**src/rtl/mem_pkg.sv**
```systemverilog
`default_nettype none
// ============================================================================
//  Module      : mem_pkg
//  Description : Shared state encoding and checksum width for the loader.
//  Revision    : 1.0 - initial release
// ============================================================================
package mem_pkg;

  localparam int CSUM_WIDTH = 16;

  localparam int STATE_W = 3;
  localparam logic [STATE_W-1:0] c_st_idle   = 3'd0;
  localparam logic [STATE_W-1:0] c_st_write  = 3'd1;
  localparam logic [STATE_W-1:0] c_st_verify = 3'd2;
  localparam logic [STATE_W-1:0] c_st_drain  = 3'd3;
  localparam logic [STATE_W-1:0] c_st_done   = 3'd4;

endpackage
`default_nettype wire

```
**src/rtl/mem_checksum.sv**
```systemverilog
`default_nettype none
// ============================================================================
//  Module      : mem_checksum
//  Description : Clearable, enable-gated modular (wrap-around) adder.
//  Revision    : 1.0 - initial release
// ============================================================================
module mem_checksum
  import mem_pkg::*;
#(
  parameter int WIDTH = CSUM_WIDTH
) (
  input  logic             clk,
  input  logic             rst_n,
  input  logic             clr,
  input  logic             en,
  input  logic [WIDTH-1:0] din,
  output logic [WIDTH-1:0] sum
);

  logic [WIDTH-1:0] r_sum;

  // Clear wins over enable so a new job never inherits a stale word.
  always_ff @(posedge clk) begin
    if (!rst_n) begin
      r_sum <= '0;
    end else if (clr) begin
      r_sum <= '0;
    end else if (en) begin
      r_sum <= r_sum + din;
    end
  end

  assign sum = r_sum;

endmodule
`default_nettype wire

```
**src/rtl/mem_loader.sv**
```systemverilog
`default_nettype none
// ============================================================================
//  Module      : mem_loader
//  Description : Stream-to-RAM loader with optional checksum readback pass.
//  Revision    : 1.0 - initial release
// ============================================================================
module mem_loader
  import mem_pkg::*;
#(
  parameter int ADDR_WIDTH = 6,
  parameter int DATA_WIDTH = 16
) (
  input  logic                  clk,
  input  logic                  rst_n,
  input  logic                  start,
  input  logic [ADDR_WIDTH-1:0] base_addr,
  input  logic [ADDR_WIDTH:0]   length,
  input  logic                  verify_en,
  input  logic [DATA_WIDTH-1:0] in_data,
  input  logic                  in_valid,
  output logic                  in_ready,
  output logic                  mem_we,
  output logic [ADDR_WIDTH-1:0] mem_addr,
  output logic [DATA_WIDTH-1:0] mem_data,
  input  logic [DATA_WIDTH-1:0] mem_out,
  output logic                  busy,
  output logic                  done,
  output logic                  error,
  output logic [ADDR_WIDTH:0]   words_written
);

  localparam int CW = ADDR_WIDTH + 1;
  localparam logic [CW-1:0] c_full_len = {1'b1, {ADDR_WIDTH{1'b0}}};
  localparam logic [CW-1:0] c_one      = CW'(1);

  logic [STATE_W-1:0]    r_state;
  logic [ADDR_WIDTH-1:0] r_base;
  logic [CW-1:0]         r_len;
  logic                  r_verify;
  logic [CW-1:0]         r_idx;
  logic [CW-1:0]         r_ww;
  logic                  r_err;
  logic                  r_rd_vld;

  logic [CW-1:0]         w_len_clamped;
  logic                  w_start_acc;
  logic                  w_xfer;
  logic                  w_last;
  logic [ADDR_WIDTH-1:0] w_addr;
  logic [DATA_WIDTH-1:0] w_wr_sum;
  logic [DATA_WIDTH-1:0] w_rd_sum;
  logic [DATA_WIDTH-1:0] w_rd_final;

  assign w_len_clamped = (length > c_full_len) ? c_full_len : length;
  assign w_start_acc   = (r_state == c_st_idle) && start;
  assign w_xfer        = (r_state == c_st_write) && in_valid;
  assign w_last        = (r_idx == (r_len - c_one));
  // Address arithmetic is ADDR_WIDTH wide, so the wrap at the top is free.
  assign w_addr        = r_base + r_idx[ADDR_WIDTH-1:0];
  // The last read word arrives during DRAIN and is folded in here directly.
  assign w_rd_final    = w_rd_sum + mem_out;

  always_comb begin
    in_ready = 1'b0;
    mem_we   = 1'b0;
    mem_addr = '0;
    mem_data = '0;
    case (r_state)
      c_st_write: begin
        in_ready = 1'b1;
        mem_we   = in_valid;
        mem_addr = w_addr;
        mem_data = in_data;
      end
      c_st_verify: begin
        mem_addr = w_addr;
      end
      default: ;
    endcase
  end

  assign busy          = (r_state != c_st_idle);
  assign done          = (r_state == c_st_done);
  assign error         = r_err;
  assign words_written = r_ww;

  always_ff @(posedge clk) begin
    if (!rst_n) begin
      r_state  <= c_st_idle;
      r_base   <= '0;
      r_len    <= '0;
      r_verify <= 1'b0;
      r_idx    <= '0;
      r_ww     <= '0;
      r_err    <= 1'b0;
    end else begin
      case (r_state)
        c_st_idle: begin
          if (start) begin
            r_base   <= base_addr;
            r_len    <= w_len_clamped;
            r_verify <= verify_en;
            r_idx    <= '0;
            r_ww     <= '0;
            r_err    <= 1'b0;
            r_state  <= (w_len_clamped == '0) ? c_st_done : c_st_write;
          end
        end
        c_st_write: begin
          if (w_xfer) begin
            r_ww <= r_ww + c_one;
            if (w_last) begin
              r_idx   <= '0;
              r_state <= r_verify ? c_st_verify : c_st_done;
            end else begin
              r_idx <= r_idx + c_one;
            end
          end
        end
        c_st_verify: begin
          if (w_last) begin
            r_idx   <= '0;
            r_state <= c_st_drain;
          end else begin
            r_idx <= r_idx + c_one;
          end
        end
        c_st_drain: begin
          r_err   <= (w_rd_final != w_wr_sum);
          r_state <= c_st_done;
        end
        c_st_done: begin
          r_state <= c_st_idle;
        end
        default: begin
          r_state <= c_st_idle;
        end
      endcase
    end
  end

  // Marks cycles whose mem_out belongs to an address issued in VERIFY.
  always_ff @(posedge clk) begin
    if (!rst_n) begin
      r_rd_vld <= 1'b0;
    end else begin
      r_rd_vld <= (r_state == c_st_verify);
    end
  end

  mem_checksum #(
    .WIDTH (DATA_WIDTH)
  ) u_wr_csum (
    .clk   (clk),
    .rst_n (rst_n),
    .clr   (w_start_acc),
    .en    (w_xfer),
    .din   (in_data),
    .sum   (w_wr_sum)
  );

  mem_checksum #(
    .WIDTH (DATA_WIDTH)
  ) u_rd_csum (
    .clk   (clk),
    .rst_n (rst_n),
    .clr   (w_start_acc),
    .en    (r_rd_vld),
    .din   (mem_out),
    .sum   (w_rd_sum)
  );

endmodule
`default_nettype wire

```
**config.mk**
```make
export PLATFORM = sky130hd
export DESIGN_NAME = mem_loader
export DESIGN_NICKNAME = d
export VERILOG_FILES = /design/src/rtl/mem_pkg.sv /design/src/rtl/mem_checksum.sv /design/src/rtl/mem_loader.sv
export SDC_FILE = /design/constraint.sdc
export NUM_CORES = 1
export LEC_CHECK = 0
export ABC_AREA = 1
export CAP_MARGIN = 0
export CORE_AREA = 3 3 160 100
export CTS_CLUSTER_DIAMETER = 30
export DETAILED_ROUTE_END_ITERATION = 16
export DIE_AREA = 0 0 163 103
export REMOVE_ABC_BUFFERS = 1
export SLEW_MARGIN = 20
export SYNTH_ARGS = -nofsm -noshare
export SYNTH_HDL_FRONTEND = slang
export SYNTH_SLANG_ARGS = --single-unit
```
**constraint.sdc**
```tcl
create_clock -name clk -period 5.8 [get_ports clk]
set_clock_uncertainty 0.2 [all_clocks]
set_input_delay 1.16 -clock clk [delete_from_list [all_inputs] [get_ports clk]]
set_output_delay 1.16 -clock clk [all_outputs]
set_load 0.01 [all_outputs]
```
# Word-level counts from Yosys, hierarchy flattened
# Index checks and enable logic that the tools add are counted.
# W data, S select, Z words.
# classes
mux,20
order_cmp,1
addsub,6
n_reduce_logical,15
eq_ne,10
bitwise,1
# ops
op,n
$mux W7,5
$add A16 B16 Y16,2
$pmux W7 S3,1
$mux W3,6
$mux W16,1
$ne A16 B16 Y1,1
$add A7 B1 Y7 const B,2
$pmux W7 S2,1
$pmux W3 S4,1
$eq A7 B7 Y1,1
$gt A7 B7 Y1 const B,1
$logic_not A7 Y1,1
$sub A7 B1 Y7 const B,1
$add A6 B6 Y6,1
$eq A3 B2 Y1 const B,2
$mux W6,1
$ne A2 B2 Y1 const B,3
$reduce_and A3 Y1,2
$reduce_bool A3 Y1,2
$reduce_and A2 Y1,2
$reduce_and A4 Y1,1
$reduce_bool A2 Y1,2
$reduce_or A2 Y1,2
$eq A3 B1 Y1 const B,1
other kinds (7),10
# totals
out_inout_bits,34
regBits,65

# Depth between registers and ports, before layout
# Gate-level depths: netlist (run 1).
# logic_depth
depth_word,6
ltp_mapped,18

# Modules after synthesis
# A second synthesis (run 1) with hierarchy kept.
# hier_totals
hier_cells,1025
area_unflattened_um2,6206.0
# by_module_without_submodules
mod,cells_each,area_per_inst_um2,n_inst,seq_area_each_um2
mem_checksum,269,1581.5,2,320.3
mem_loader,487,3042.9,1,660.6

# Worst setup path after synthesis (run 1)
# Ideal clock, no wire load.
# synth_path
path_kind,input-to-reg
startpoint,input mem_out[0]
endpoint,"register r_err, in the netlist error"
stages,15
path_slack_ns,2.772
t_arrival_ns,2.716
n_path_buf,0
cell_sequence,ha_1 inv_1 fa_1 xor2_1 nand2_1 nor2_1 nand2_1 nor2_1 nand2_1 nor2_1 nand3_1 nor2_1 nand3_1 nand2_1 nand2_1
# synth_between
elab_chain_len,3
# synth_lines
element,line_no,source
"start, declared",mem_loader.sv:25,"input logic [DATA_WIDTH-1:0] mem_out,"
$add A16 B16 Y16,mem_loader.sv:61,assign w_rd_final = w_rd_sum + mem_out;
$ne A16 B16 Y1,mem_loader.sv:129,r_err <= (w_rd_final != w_wr_sum);
$pmux W1 S2,mem_loader.sv:97,case (r_state)
"end signal, assigned",mem_loader.sv:129,
"end, declared",mem_loader.sv:42,logic r_err;
# Every way passes these cells.
# A chain may end at the register's enable or synchronous reset.

# Final worst setup path (run 1)
# layout_path
startpoint,input in_valid
endpoint,output mem_we
# layout_between
elab_chain_len,1
# layout_lines
element,line_no,source
"start, declared",mem_loader.sv:20,"input logic in_valid,"
$mux W1,mem_loader.sv:68,case (r_state)
"end, declared",mem_loader.sv:22,"output logic mem_we,"
# Every way passes these cells.

==> results of run 1 <==
[critical path: cells and delay by family]
kind	cells	cell delay (ns)
buffers and inverters	3	1.13
AND/OR/NAND/NOR	1	0.39
[synth_stat cells (6+ instances only)]
cell type / number
nand2_1: 174
inv_1: 155
nor2_1: 80
nand3_1: 66
dfxtp_1: 65
a21oi_1: 55
ha_1: 38
o21ai_0: 33
xor2_1: 23
nor3_1: 15
nand4_1: 8
o211ai_1: 8
buf_2: 7
inv_2: 7
nor2_2: 7
nand2_2: 6
[layout make-up]
cell class,count,area share
Multi-Input combinational cell,562,0.484
Sequential cell,65,0.202
Timing Repair Buffer,84,0.130
Inverter,163,0.0948
Clock buffer,11,0.0392
Tap cell,198,0.0384
Clock inverter,4,0.0118
[layer usage]
| layer | vias to the layer above | global-route usage | part of all wire | routed length, um |
|---|---|---|---|---|
| li1 | 2718 | - | - | - |
| met1 | 2139 | 0.291 | 0.59 | 8420 |
| met2 | 135 | 0.224 | 0.33 | 4720 |
| met3 | 2 | 0.0401 | 0.077 | 1100 |
| met4 | 0 | 0.0312 | 0.0034 | 48 |
| met5 | - | 0 | 0 | 0 |
[stage by stage]
step | instance area (um2) | hold slack [ns] | total power, mW | util
after floorplan | 5040 | 0.245 | 0.957 | -
after global placement | 6120 | 0.260 | 1.20 | 0.423
after detailed placement | 6120 | 0.261 | 1.20 | 0.423
after CTS | 6450 | 0.268 | 1.82 | 0.446
after global routing | 6450 | 0.301 | 1.93 | 0.446
final | 6450 | 0.268 | 1.80 | 0.446
[kinds of logic (layout without fill, tap and decap cells)]
kind of cell	count (synthesis)	in the layout
compound gates	125	125
xor+xnor	29	29
fa+ha+maj	41	41
buf+inv	175	262
flops	65	65
simple gates	367	367
[sequential cells by signal (all words and copies together), names as in the netlist]
signal,flops
u_rd_csum.sum,16
u_wr_csum.sum,16
r_idx,7
r_len,7
words_written,7
r_base,6
r_state,3
error,1
r_rd_vld,1
r_verify,1
[worst max path at each step]
stage | startpoint | end | slack (ns) | depth (start not counted)
5_1_grt | in_valid | mem_we | 1.66 | 4
2_1_floorplan | mem_out[0] | error | 2.77 | 15
3_5_place_dp | in_valid | mem_we | 1.72 | 4
3_3_place_gp | in_valid | mem_we | 1.72 | 4
4_1_cts | in_valid | mem_we | 1.71 | 4
6_report | in_valid | mem_we | 1.75 | 4
[report_power, final]
group          internal [mW]  leakage (nW)  switching [mW]
clock network          0.398         0.158           0.208
registers              0.492         0.527          0.0513
logic                  0.264          2.55           0.389
==> results.ini, run 1 <==
[clocking]
post_cts_buffers = 0
cts_hold_buf = 0
cts-root-buf = clkbuf_16
worst_skew_pair.late_latency_ns = 0.33
tritoncts = done
cts_buffers = 9
ctsHtreeMaxLevel = 3
cts_sinks = 65
clk_pin_slew_ns = 0.06
clockBufferDepth = 2
post_cts_resized = 0

[critical_path]
slowest_stage = clkdlybuf4s50_1
cp_data_arrival_time_ns = 2.69
cp.required_ns = 4.44
r2r_slack_ns = 3.28
crit_top_cell = clkdlybuf4s50_1
critPathMaxFanout = 12
crit_type = primary input to output port
reg2reg_depth = 17
r2r-start = u_rd_csum.sum[0]
critPathLaunchType = primary input
slowest_delay_ns = 0.63
worst_setup_path_end_kind = output port
reg2reg_to = error
path_cells = clkdlybuf4s50_1 -> inv_1 -> nor2_2 -> clkdlybuf4s50_1

[timing]
drv_slew = 0
timing.final.crit_share = 0.698
fin_tns_setup_ns = 0
setup_viol = 0
fin_crit_ns = 4.05
fmaxAchievable_mhz = 247
grt_setup_unrepaired = false
tightest_slew_ns = 0.932
hold_violations = 0
fin_ws_ns = 1.75
slew_headroom = 0.378

[synth]
syn_inst = 802
synth-adder-area-share = 0.105
async_reset_ff_frac = 0
syn_avg_cell_area_um2 = 6.35
synth.ff_latch_count = 65
synthTopCellsByArea = dfxtp_1, nand2_1, inv_1
synth.top_cell.area_share = 0.255
yosys.area_share.xor_xnor = 0.0555
yosys.cell_types.count = 42
synth_edf_count = 0
synth_top_family_by_area = simple AND/OR/NAND/NOR gates
ys.flop_type = dfxtp_1
synth_compound_area_frac = 0.141
muxShareOfSynthArea = 0
yosys.area.top_type = dfxtp_1
synth-simple-area-share = 0.311
yosysSeqAreaShare = 0.255
syn_area_um2 = 5090
synth.yosys.warnings = 0

[grt]
grt_usage = 0.176
grt_pass1_wl_mm = 23.4
grt_pass1_vias = 4589
grt_overflow_total = 0
grt_max_degree = 26
antenna_found_initial = 0

[cells_and_area]
final_common_cell = nand2_1
drive_gt1_frac = 0.0551
regArea_um2 = 1300
syn_to_final_growth_pct = 26.7
mostFrequentLayoutCells = nand2_1, inv_1, clkdlybuf4s50_1
layout.cells.non_filler = 1087
antenna_cells = 0
nFillCells = 1560
fin_nets = 976
multiInputGateArea_um2 = 3120

[placement]
dp_hpwl_mm = 11.4
pre_cts_slack_ns = 1.72
numPortBuffers = 83
gp_congestion = 0.884
placedCellCount = 1072

[routing]
routed_wl_mm = 14.3
vias = 4994
vias_per_cell = 4.59
wl_per_cell_um = 13.1
drtIter0Drc = 345
postRouteAntennaNets = 0
drtPass1Iterations = 5
route.detailed.drc = 0

[status]
outcome = complete, no violations

[floorplan]
start_util = 0.352
ios = 84
fp-row-count = 34
die_area_um2 = 16800
die_y_um = 103
core_area_um2 = 14500
die-width_um = 163

[pwr]
leakage_nw = 3.24
vdd_drop_max_uv = 140
power.density_nw_per_um2 = 280

[flow_run]
maxCapViolCount = 0

[min_path]
hp-class = flip-flop to flip-flop
min_from = u_rd_csum.sum[0]
whs_endpoint = u_rd_csum.sum[0]
whs_path_depth = 2

No activity file was read; power rests on OpenSTA's default activity.
==> inputs of run 2 (changes only) <==
==> constraint.sdc (replaced) <==
create_clock -name clk -period 3.34 [get_ports clk]
set_clock_uncertainty 0.2 [all_clocks]
set_input_delay 0.668 -clock clk [delete_from_list [all_inputs] [get_ports clk]]
set_output_delay 0.668 -clock clk [all_outputs]
set_load 0.01 [all_outputs]
==> results.ini, run 2 (synthesis gave the netlist of run 1 again) <==
[clocking]
clk_pin_slew_ns = 0.06  ; about the same
ctsHtreeMaxLevel = 3  ; unchanged
cts-root-buf = clkbuf_16  ; unchanged
tritoncts = done  ; unchanged
post_cts_resized = 2  ; was 0
clockBufferDepth = 2  ; unchanged
worst_skew_pair.late_latency_ns = 0.33  ; about the same
cts_hold_buf = 0  ; unchanged
post_cts_buffers = 0  ; unchanged
cts_buffers = 9  ; unchanged
cts_sinks = 65  ; unchanged

[critical_path]
r2r-start = u_rd_csum.sum[0]  ; unchanged
worst_setup_path_end_kind = output port  ; unchanged
reg2reg_depth = 17  ; unchanged
reg2reg_to = error  ; unchanged
crit_type = flip-flop to output port  ; was primary input to output port
critPathMaxFanout = 5  ; was 12
r2r_slack_ns = 0.92  ; was 3.28 ns
cp_data_arrival_time_ns = 2.30  ; was 2.69 ns
critPathLaunchType = flip-flop  ; was primary input
cp.required_ns = 2.47  ; was 4.44 ns

[grt]
top_usage_layer = met1  ; unchanged
antenna_found_initial = 0  ; unchanged
grt_pass1_wl_mm = 23.5  ; was 23.4 mm
use_met3 = 0.0430  ; was 0.0401
grt_usage = 0.177  ; was 0.176
grt_pass1_vias = 4573  ; was 4589
use_met1 = 0.291  ; about the same
grt_use_met2 = 0.226  ; was 0.224
grt_max_degree = 26  ; unchanged
grt_overflow_total = 0  ; unchanged

[floorplan]
die-width_um = 163  ; unchanged
die_area_um2 = 16800  ; unchanged
core_area_um2 = 14500  ; unchanged
fp-row-count = 34  ; unchanged
die_y_um = 103  ; unchanged
start_util = 0.352  ; unchanged
ios = 84  ; unchanged

[cells_and_area]
multiInputGateArea_um2 = 3130  ; was 3120 um2
final_common_cell = nand2_1  ; unchanged
fin_nets = 979  ; was 976
mostFrequentLayoutCells = nand2_1, inv_1, clkdlybuf4s50_1  ; unchanged
antenna_cells = 0  ; unchanged
nFillCells = 1519  ; was 1560
syn_to_final_growth_pct = 26.4  ; was 26.7%
regArea_um2 = 1300  ; about the same
drive_gt1_frac = 0.0605  ; was 0.0551
fin_area_um2 = 6440  ; was 6450 um2

[placement]
gp_congestion = 0.865  ; was 0.884
placed_area_um2 = 6140  ; was 6120 um2
numPortBuffers = 83  ; unchanged
dp_hpwl_mm = 11.5  ; was 11.4 mm

[timing]
setup_viol = 0  ; unchanged
tightest_slew_ns = 0.707  ; was 0.932 ns
fin_crit_ns = 3.17
timing.final.crit_share = 0.950
grt_setup_unrepaired = false  ; unchanged
drv_slew = 0  ; unchanged
fin_tns_setup_ns = 0  ; unchanged
hold_violations = 0  ; unchanged
slew_headroom = 0.528  ; was 0.378
fmaxAchievable_mhz = 315

[min_path]
hp-class = flip-flop to flip-flop  ; unchanged
whs_path_depth = 2  ; unchanged
whs_endpoint = u_rd_csum.sum[2]  ; was u_rd_csum.sum[0]
min_from = u_rd_csum.sum[2]  ; was u_rd_csum.sum[0]

[pwr]
vdd_drop_max_uv = 212  ; was 140 uV
leakage_nw = 3.27  ; was 3.24 nW
power.density_nw_per_um2 = 467  ; was 280 nW/um2

[routing]
vias = 5036  ; was 4994
wl_per_cell_um = 13.3  ; was 13.1 um
drtIter0Drc = 362  ; was 345
drtPass1Iterations = 5  ; unchanged
routed_wl_mm = 14.5  ; was 14.3 mm
vias_per_cell = 4.62  ; was 4.59
postRouteAntennaNets = 0  ; unchanged
route.detailed.drc = 0  ; unchanged

[flow_run]
maxCapViolCount = 0  ; unchanged

[status]
outcome = complete, no violations  ; unchanged

==> run 2: worst max path at each step <==
stage                     startpoint     endpoint  slack [ns]  cells after the start
after global placement    mem_out[0]        error        0.16                     16
after CTS                   r_idx[0]  mem_addr[4]        0.01                      7
final                     r_state[0]  mem_addr[3]        0.17                      8
after detailed placement  mem_out[0]        error        0.11                     16
after floorplan           mem_out[0]        error        0.80                     15
after global routing      r_state[0]  mem_addr[3]        0.05                      8
==> run 2: worst max-delay path, cell delays in order, from the launching register on <==
cell and delay (ns):
dfxtp_1 0.36, nor2_1 0.16, inv_1 0.08, nor2_2 0.11
inv_1 0.11, nand2_1 0.19, inv_1 0.14, nor3_1 0.25
clkdlybuf4s50_1 0.57
==> run 2: layer usage <==
layer	part of all wire	routed length, um	up-vias
li1	-	-	2724
met1	0.59	8540	2151
met2	0.33	4800	153
met3	0.074	1070	8
met4	0.0052	75	0
met5	0	0	-
==> run 2: area by class of cell <==
type	instances	share of cell area
clock inverter	5	0.00603
sequential	65	0.202
timing repair buffer	87	0.134
multi-input combinational	562	0.486
clock buffer	11	0.0377
inverter	163	0.0950
tap	198	0.0385
==> run 2: through the flow <==
step / instances / hold WS [ns] / utilization / setup slack, ns / total power [mW]
3_5_place_dp: 1075 / 0.260 / 0.425 / 0.109 / 2.10
3_3_place_gp: 1075 / 0.260 / 0.425 / 0.164 / 2.10
5_1_grt: 1091 / 0.291 / 0.445 / 0.0477 / 3.21
2_1_floorplan: 790 / 0.245 / - / 0.803 / 1.66
6_report: 1091 / 0.267 / 0.445 / 0.167 / 3.01
4_1_cts: 1091 / 0.269 / 0.445 / 0.0133 / 3.02
==> run 2: power breakdown <==
part           leakage [nW]  switching, mW  internal (mW)
sequential            0.527         0.0882          0.856
combinational          2.61          0.686          0.467
clock                 0.136          0.382          0.527
total                  3.27           1.16           1.85
